**src/rtl/blk_alloc_client_if.sv**
```systemverilog
// Port bundle between the block-allocation client and its environment.
// master = the client itself, slave = write path / release sources / manager.
interface blk_alloc_client_if #(
    parameter int AWIDTH     = 10,
    parameter int POOL_DEPTH = 4
);
    localparam int PCW = $clog2(POOL_DEPTH) + 1;

    logic              en;
    logic              mgr_full;
    logic              ocp_req;
    logic              ocp_rsp;
    logic              ocp_vld;
    logic [AWIDTH-1:0] ocp_block_addr;
    logic              blk_vld;
    logic [AWIDTH-1:0] blk_addr;
    logic              blk_pop;
    logic [PCW-1:0]    pool_cnt;
    logic              rel_push_a;
    logic [AWIDTH-1:0] rel_addr_a;
    logic              rel_push_b;
    logic [AWIDTH-1:0] rel_addr_b;
    logic              rel_ready;
    logic              rls_vld;
    logic [AWIDTH-1:0] rls_block_addr;
    logic              rel_ovf;

    modport master (
        input  en, mgr_full, ocp_rsp, ocp_vld, ocp_block_addr, blk_pop,
               rel_push_a, rel_addr_a, rel_push_b, rel_addr_b,
        output ocp_req, blk_vld, blk_addr, pool_cnt, rel_ready,
               rls_vld, rls_block_addr, rel_ovf
    );

    modport slave (
        output en, mgr_full, ocp_rsp, ocp_vld, ocp_block_addr, blk_pop,
               rel_push_a, rel_addr_a, rel_push_b, rel_addr_b,
        input  ocp_req, blk_vld, blk_addr, pool_cnt, rel_ready,
               rls_vld, rls_block_addr, rel_ovf
    );
endinterface

```
**src/rtl/blk_alloc_client.sv**
```systemverilog
// Block-manager client: prefetch pool fed by a one-outstanding occupy FSM, plus a 2-in/1-out release queue.
// Pool head is served with zero wait; releases reach the manager 1 cycle after push; pushes beyond free space are dropped (sticky rel_ovf).
module blk_alloc_client #(
    parameter int AWIDTH     = 10,
    parameter int POOL_DEPTH = 4,
    parameter int REL_DEPTH  = 8
) (
    input  logic              clk,
    input  logic              rst,
    blk_alloc_client_if.master bus
);
    localparam int PAW = $clog2(POOL_DEPTH);
    localparam int PCW = PAW + 1;
    localparam int RAW = $clog2(REL_DEPTH);
    localparam int RCW = RAW + 1;

    typedef enum logic {S_IDLE, S_REQ} state_t;

    state_t            r_state;
    state_t            w_state_nxt;
    logic              w_cap;
    logic              w_pop;

    logic [AWIDTH-1:0] r_pool [POOL_DEPTH];
    logic [PAW-1:0]    r_pool_wp;
    logic [PAW-1:0]    r_pool_rp;
    logic [PCW-1:0]    r_pool_cnt;

    logic [AWIDTH-1:0] r_rq [REL_DEPTH];
    logic [RAW-1:0]    r_rq_wp;
    logic [RAW-1:0]    r_rq_rp;
    logic [RCW-1:0]    r_rq_cnt;
    logic [RCW-1:0]    w_rq_free;
    logic              w_acc_a;
    logic              w_acc_b;
    logic              w_drain;
    logic [AWIDTH-1:0] w_head;
    logic              r_rls_vld;
    logic [AWIDTH-1:0] r_rls_addr;
    logic              r_rel_ovf;

    always_ff @(posedge clk) begin
        if (rst) begin
            r_state <= S_IDLE;
        end else begin
            r_state <= w_state_nxt;
        end
    end

    // Once raised, the request is held until granted regardless of en/mgr_full.
    always_comb begin
        w_state_nxt = r_state;
        w_cap       = 1'b0;
        case (r_state)
            S_IDLE: begin
                if (bus.en && !bus.mgr_full && (r_pool_cnt < PCW'(POOL_DEPTH))) begin
                    w_state_nxt = S_REQ;
                end
            end
            S_REQ: begin
                if (bus.ocp_vld) begin
                    w_cap       = 1'b1;
                    w_state_nxt = S_IDLE;
                end
            end
            default: w_state_nxt = S_IDLE;
        endcase
    end

    assign bus.ocp_req = (r_state == S_REQ);

    always_ff @(posedge clk) begin
        if (!rst && w_cap) begin
            assert (bus.ocp_rsp);
        end
    end

    assign w_pop = bus.blk_pop && (r_pool_cnt != '0);

    always_ff @(posedge clk) begin
        if (rst) begin
            r_pool_wp  <= '0;
            r_pool_rp  <= '0;
            r_pool_cnt <= '0;
        end else begin
            if (w_cap) begin
                r_pool[r_pool_wp] <= bus.ocp_block_addr;
                r_pool_wp         <= r_pool_wp + 1'b1;
            end
            if (w_pop) begin
                r_pool_rp <= r_pool_rp + 1'b1;
            end
            case ({w_cap, w_pop})
                2'b10:   r_pool_cnt <= r_pool_cnt + 1'b1;
                2'b01:   r_pool_cnt <= r_pool_cnt - 1'b1;
                default: r_pool_cnt <= r_pool_cnt;
            endcase
        end
    end

    assign bus.blk_vld  = (r_pool_cnt != '0);
    assign bus.blk_addr = (r_pool_cnt != '0) ? r_pool[r_pool_rp] : '0;
    assign bus.pool_cnt = r_pool_cnt;

    // The slot drained this cycle counts as free; with an empty queue the first
    // accepted push is forwarded straight into the output register.
    always_comb begin
        w_rq_free = RCW'(REL_DEPTH) - r_rq_cnt + ((r_rq_cnt != '0) ? RCW'(1) : RCW'(0));
        w_acc_a   = bus.rel_push_a && (w_rq_free != '0);
        w_acc_b   = bus.rel_push_b && (w_rq_free > RCW'(w_acc_a));
        w_drain   = (r_rq_cnt != '0) || w_acc_a || w_acc_b;
        if (r_rq_cnt != '0) begin
            w_head = r_rq[r_rq_rp];
        end else if (w_acc_a) begin
            w_head = bus.rel_addr_a;
        end else begin
            w_head = bus.rel_addr_b;
        end
    end

    always_ff @(posedge clk) begin
        if (rst) begin
            r_rq_wp    <= '0;
            r_rq_rp    <= '0;
            r_rq_cnt   <= '0;
            r_rls_vld  <= 1'b0;
            r_rls_addr <= '0;
            r_rel_ovf  <= 1'b0;
        end else begin
            if (w_acc_a) begin
                r_rq[r_rq_wp] <= bus.rel_addr_a;
            end
            if (w_acc_b) begin
                r_rq[r_rq_wp + RAW'(w_acc_a)] <= bus.rel_addr_b;
            end
            r_rq_wp <= r_rq_wp + RAW'(w_acc_a) + RAW'(w_acc_b);
            if (w_drain) begin
                r_rq_rp <= r_rq_rp + 1'b1;
            end
            r_rq_cnt   <= r_rq_cnt + RCW'(w_acc_a) + RCW'(w_acc_b) - RCW'(w_drain);
            r_rls_vld  <= w_drain;
            r_rls_addr <= w_drain ? w_head : '0;
            if ((bus.rel_push_a && !w_acc_a) || (bus.rel_push_b && !w_acc_b)) begin
                r_rel_ovf <= 1'b1;
            end
        end
    end

    assign bus.rls_vld        = r_rls_vld;
    assign bus.rls_block_addr = r_rls_addr;
    assign bus.rel_ovf        = r_rel_ovf;
    assign bus.rel_ready      = (r_rq_cnt <= RCW'(REL_DEPTH - 2));

endmodule

```
**src/flat_wrapper.sv**
```systemverilog
// flat-port wrapper written by rule: the top's interface ports become plain ports
module blk_alloc_client_flat 
#(
    parameter int AWIDTH     = 10,
    parameter int POOL_DEPTH = 4,
    parameter int REL_DEPTH  = 8
)
  (clk, rst, bus_en, bus_mgr_full, bus_ocp_rsp, bus_ocp_vld, bus_ocp_block_addr, bus_blk_pop, bus_rel_push_a, bus_rel_addr_a, bus_rel_push_b, bus_rel_addr_b, bus_ocp_req, bus_blk_vld, bus_blk_addr, bus_pool_cnt, bus_rel_ready, bus_rls_vld, bus_rls_block_addr, bus_rel_ovf);
  blk_alloc_client_if #(.AWIDTH(AWIDTH), .POOL_DEPTH(POOL_DEPTH)) bus_i ();
  input  logic clk;
  input  logic rst;
  input wire logic [$bits(bus_i.en)-1:0] bus_en;
  input wire logic [$bits(bus_i.mgr_full)-1:0] bus_mgr_full;
  input wire logic [$bits(bus_i.ocp_rsp)-1:0] bus_ocp_rsp;
  input wire logic [$bits(bus_i.ocp_vld)-1:0] bus_ocp_vld;
  input wire logic [$bits(bus_i.ocp_block_addr)-1:0] bus_ocp_block_addr;
  input wire logic [$bits(bus_i.blk_pop)-1:0] bus_blk_pop;
  input wire logic [$bits(bus_i.rel_push_a)-1:0] bus_rel_push_a;
  input wire logic [$bits(bus_i.rel_addr_a)-1:0] bus_rel_addr_a;
  input wire logic [$bits(bus_i.rel_push_b)-1:0] bus_rel_push_b;
  input wire logic [$bits(bus_i.rel_addr_b)-1:0] bus_rel_addr_b;
  output wire logic [$bits(bus_i.ocp_req)-1:0] bus_ocp_req;
  output wire logic [$bits(bus_i.blk_vld)-1:0] bus_blk_vld;
  output wire logic [$bits(bus_i.blk_addr)-1:0] bus_blk_addr;
  output wire logic [$bits(bus_i.pool_cnt)-1:0] bus_pool_cnt;
  output wire logic [$bits(bus_i.rel_ready)-1:0] bus_rel_ready;
  output wire logic [$bits(bus_i.rls_vld)-1:0] bus_rls_vld;
  output wire logic [$bits(bus_i.rls_block_addr)-1:0] bus_rls_block_addr;
  output wire logic [$bits(bus_i.rel_ovf)-1:0] bus_rel_ovf;
  assign bus_i.en = bus_en;
  assign bus_i.mgr_full = bus_mgr_full;
  assign bus_i.ocp_rsp = bus_ocp_rsp;
  assign bus_i.ocp_vld = bus_ocp_vld;
  assign bus_i.ocp_block_addr = bus_ocp_block_addr;
  assign bus_i.blk_pop = bus_blk_pop;
  assign bus_i.rel_push_a = bus_rel_push_a;
  assign bus_i.rel_addr_a = bus_rel_addr_a;
  assign bus_i.rel_push_b = bus_rel_push_b;
  assign bus_i.rel_addr_b = bus_rel_addr_b;
  assign bus_ocp_req = bus_i.ocp_req;
  assign bus_blk_vld = bus_i.blk_vld;
  assign bus_blk_addr = bus_i.blk_addr;
  assign bus_pool_cnt = bus_i.pool_cnt;
  assign bus_rel_ready = bus_i.rel_ready;
  assign bus_rls_vld = bus_i.rls_vld;
  assign bus_rls_block_addr = bus_i.rls_block_addr;
  assign bus_rel_ovf = bus_i.rel_ovf;
  blk_alloc_client #(.AWIDTH(AWIDTH), .POOL_DEPTH(POOL_DEPTH), .REL_DEPTH(REL_DEPTH)) u_core (.clk(clk), .rst(rst), .bus(bus_i));
endmodule
```
**config.mk**
```make
export PLATFORM = sky130hd
export DESIGN_NAME = blk_alloc_client_flat
export DESIGN_NICKNAME = d
export VERILOG_FILES = /design/src/rtl/blk_alloc_client_if.sv /design/src/rtl/blk_alloc_client.sv /design/src/flat_wrapper.sv
export SDC_FILE = /design/constraint.sdc
export NUM_CORES = 1
export LEC_CHECK = 0
export ABC_AREA = 1
export CAP_MARGIN = 10
export CORE_MARGIN = 1
export CORE_UTILIZATION = 55
export CTS_BUF_LIST = sky130_fd_sc_hd__clkbuf_4
export CTS_CLUSTER_SIZE = 28
export DETAILED_ROUTE_END_ITERATION = 8
export GPL_TIMING_DRIVEN = 0
export MAX_ROUTING_LAYER = met4
export PLACE_DENSITY = 0.76
export SLEW_MARGIN = 40
export SYNTH_ARGS = -nofsm -noshare
export SYNTH_HDL_FRONTEND = slang
export SYNTH_SLANG_ARGS = --single-unit
```
**constraint.sdc**
```tcl
create_clock -name clk -period 6.3 [get_ports clk]
set_input_delay 1.575 -clock clk [delete_from_list [all_inputs] [get_ports clk]]
set_output_delay 1.575 -clock clk [all_outputs]
set_load 0.1 [all_outputs]
```
==> impl_metrics.toml <==
[global_routing]
grt_use_total_pct = 29.13
grt_max_degree = 17
grt_overflow = 0
antenna_found_initial = 1
grt_pass1_vias = 5743
grt_pass1_wl_um = 29790

[clock_network]
root_buffer = "clkbuf_4"
cts_sinks = 155
cts_tree = "done"
cts_made_buffers = 17
postCtsSetupRepairBufs = 0
clockBufferDepth = 2
insertion_delay_ns = 0.57
cts_hold_buf = 0
cts-resized-gates = 0
cts_max_level = 4
clk_pin_slew_ns = 0.13

[timing]
finalClockSkew_ns = 0.02070
layout_setup_ws_ns = 1.779
worst_slew_pin_slew_ns = 0.6818
relSlewSlack_pct = 54.55
hold_viol = 0
fin_crit_ns = 4.521
setup_tns_ns = 0
fin_crit_sh_pct = 71.76
fmax_mhz = 221.2
drv_slew = 0
setup_viol_count_final = 0
rsz0062_at_grt = "false"

[critical_path]
worst-setup-path-type = "reg -> reg"
reg2reg_depth = 22
crit_arrival_ns = 4.74
cp-end-kind = "flip-flop"
crit_required_ns = 6.52
worstSetupStartpointType = "flip-flop"
cp_max_fo = 10

[logic_synthesis]
synthCells = 846
synth_most_common_cell = "nand2_1"
synthArstFlopShare_pct = 0
yosysUniqueCellTypes = 30
syn_area_per_cell_um2 = 9.094
synth.cell_area_um2 = 7694
seq_area_frac_synth_pct = 55.94
synth-edff-count = 120
synth_top_area_share_pct = 46.84
yosysWarnings = 0
synth_top_area_cell = "edfxtp_1"
synthFlopType = "edfxtp_1"
synth-seq-cells = 155
synth_nets = 905
synthTopCellsByCount = "164 x nand2_1, 120 x edfxtp_1, 98 x nor2_1"
synth.area.top_cells = "edfxtp_1 47%, dfxtp_1 9.1%, nand2_1 8.0%, o21ai_0 6.1%, nor2_1 4.8%"

[power_and_ir_drop]
p_leak_nw = 3.667
p_seq_share_pct = 37.9
comb_power_share_pct = 43.2
netSwitchingFraction_pct = 44.73
power.density_nw_per_um2 = 401.3
clkPwrFrac_pct = 18.9
total_power_mw = 3.483
power.internal_mw = 1.925
switchingPower_mw = 1.558
max-vdd-ir-drop_uv = 244.2

[drt]
wl_um = 19730
dr.pass1.iters = 6
num_vias = 6231
antenna_left = 0
wl_per_cell_um = 17.77
vias_per_cell = 5.614
dr.first_iter.drc_count = 652
drc = 0

[placement]
port_buffers = 55
dp_hpwl_um = 13360
place_ws_ns = 1.571
dpl.cell_count = 1077
placed_area_um2 = 8346
gp_congestion = 0.9124

[die]
ioPinCount = 67
rows = 42
die_x_um = 120.3
chipHeight_um = 120.3
die-area_um2 = 14460
floorplan.initialDensity_pct = 57.19
core_area_um2 = 13450

[min_path]
hold_class = "reg -> reg"
hold_depth = 2

[final_layout]
stdcell_count = 1110
final_area_um2 = 8678
drive_above_1_share_pct = 13.08
fillers = 1147
syn_to_final_growth_pct = 12.80
nNetsFinal = 979

[flow_run]
cap_violations = 0

[status]
status = "finished clean"
metrics by stage:
| stage | hold slack (ns) | util [%] |
|---|---|---|
| finish | 0.4953 | 64.51 |
| global route | 0.5185 | 64.51 |
| CTS | 0.4852 | 64.35 |
| detailed placement | 0.4648 | 62.04 |
| global placement | 0.4509 | 62.92 |
| floorplan | 0.4371 | - |
worst max-delay path: stages (launching register included):
cell,delay (ns)
dfxtp_1,0.35
inv_2,0.08
ha_1,0.15
nand3_1,0.10
inv_1,0.17
clkbuf_1,0.39
ha_1,0.24
inv_2,0.04
ha_1,0.28
nor2_1,0.11
nand4_1,0.16
nand2_2,0.23
inv_2,0.14
buf_6,0.17
ha_1,0.18
ha_1,0.18
or2_2,0.29
nand2_1,0.13
nand2_1,0.09
nor2_1,0.12
nand2_2,0.14
buf_6,0.19
o21ai_2,0.24
cells in the final DEF (no fill, tap or decap), drive strengths merged:
cell,instances
xor2,2
clkdlybuf4s50,27
bufinv,3
o21ai,141
or2,1
buf,61
nor3,1
o211ai,19
clkinvlp,2
a21oi,45
nand3,38
clkinv,10
nand4,4
clkbuf,38
edfxtp,120
inv,92
nand2,174
diode,1
dfxtp,35
nor2,99
ha,17
a31oi,1
fa,3
routing by layer:
layer	vias up	routed length, um	global-route usage [%]
li1	2989	-	-
met1	2851	7889	35.21
met2	320	9569	47.38
met3	71	1440	4.764
met4	0	826	14.89
met5	-	0	-
power groups by stage:
stage | Clock [mW] | Sequential [mW] | Combinational [mW]
2_1_floorplan | 0 | 1.57 | 0.905
3_3_place_gp | 0 | 1.34 | 1.51
3_5_place_dp | 0 | 1.34 | 1.49
4_1_cts | 0.655 | 1.32 | 1.49
5_1_grt | 0.700 | 1.33 | 1.63
6_report | 0.659 | 1.32 | 1.50
layout make-up:
class / count / area (um2) / area share, %
multi-input combinational: 545 / 2769 / 31.91
antenna: 1 / 2.502 / 0.02884
buffer: 52 / 307.8 / 3.547
tap: 176 / 220.2 / 2.537
timing repair buffer: 55 / 410.4 / 4.729
clock buffer: 19 / 142.6 / 1.644
sequential: 155 / 4304 / 49.60
clock inverter: 13 / 168.9 / 1.946
inverter: 94 / 352.8 / 4.066
final timing paths:
| check | from | endpoint | slack (ns) |
|---|---|---|---|
| min | u_core.r_pool_rp[1]$_SDFFE_PP0P_ | u_core.r_pool_rp[1]$_SDFFE_PP0P_ | 0.50 |
| max reg2reg | u_core.r_rq_cnt[2]$_SDFF_PP0_ | u_core.r_rq[1][6]$_DFFE_PP_ | 1.78 |
| max | u_core.r_rq_cnt[2]$_SDFF_PP0_ | u_core.r_rq[1][6]$_DFFE_PP_ | 1.78 |
| min reg2reg | u_core.r_pool_rp[1]$_SDFFE_PP0P_ | u_core.r_pool_rp[1]$_SDFFE_PP0P_ | 0.50 |
cell families after synthesis:
logic type / synth area share [%]
AO/OA/AOI/OAI: 14.43
AND/OR/NAND/NOR: 17.27
flip-flops: 55.94
XOR/XNOR: 0.2277
adder cells (fa/ha/maj): 3.545
buffers and inverters: 8.587
flip-flops by register name (all words and copies together) (netlist names), named ones only:
| register | cells |
|---|---|
| u_core.r_pool_rp | 2 |
| u_core.bus.ocp_req | 1 |
| u_core.r_rq_wp | 3 |
| u_core.bus.rls_vld | 1 |
| u_core.r_rq_rp | 3 |
| u_core.bus.rls_block_addr | 10 |
| u_core.r_pool | 40 |
| u_core.r_rq_cnt | 4 |
| u_core.bus.pool_cnt | 3 |
| u_core.bus.rel_ovf | 1 |
| u_core.r_pool_wp | 2 |
| u_core.r_rq | 80 |
Note: power is estimated with default switching activity, not from simulation.
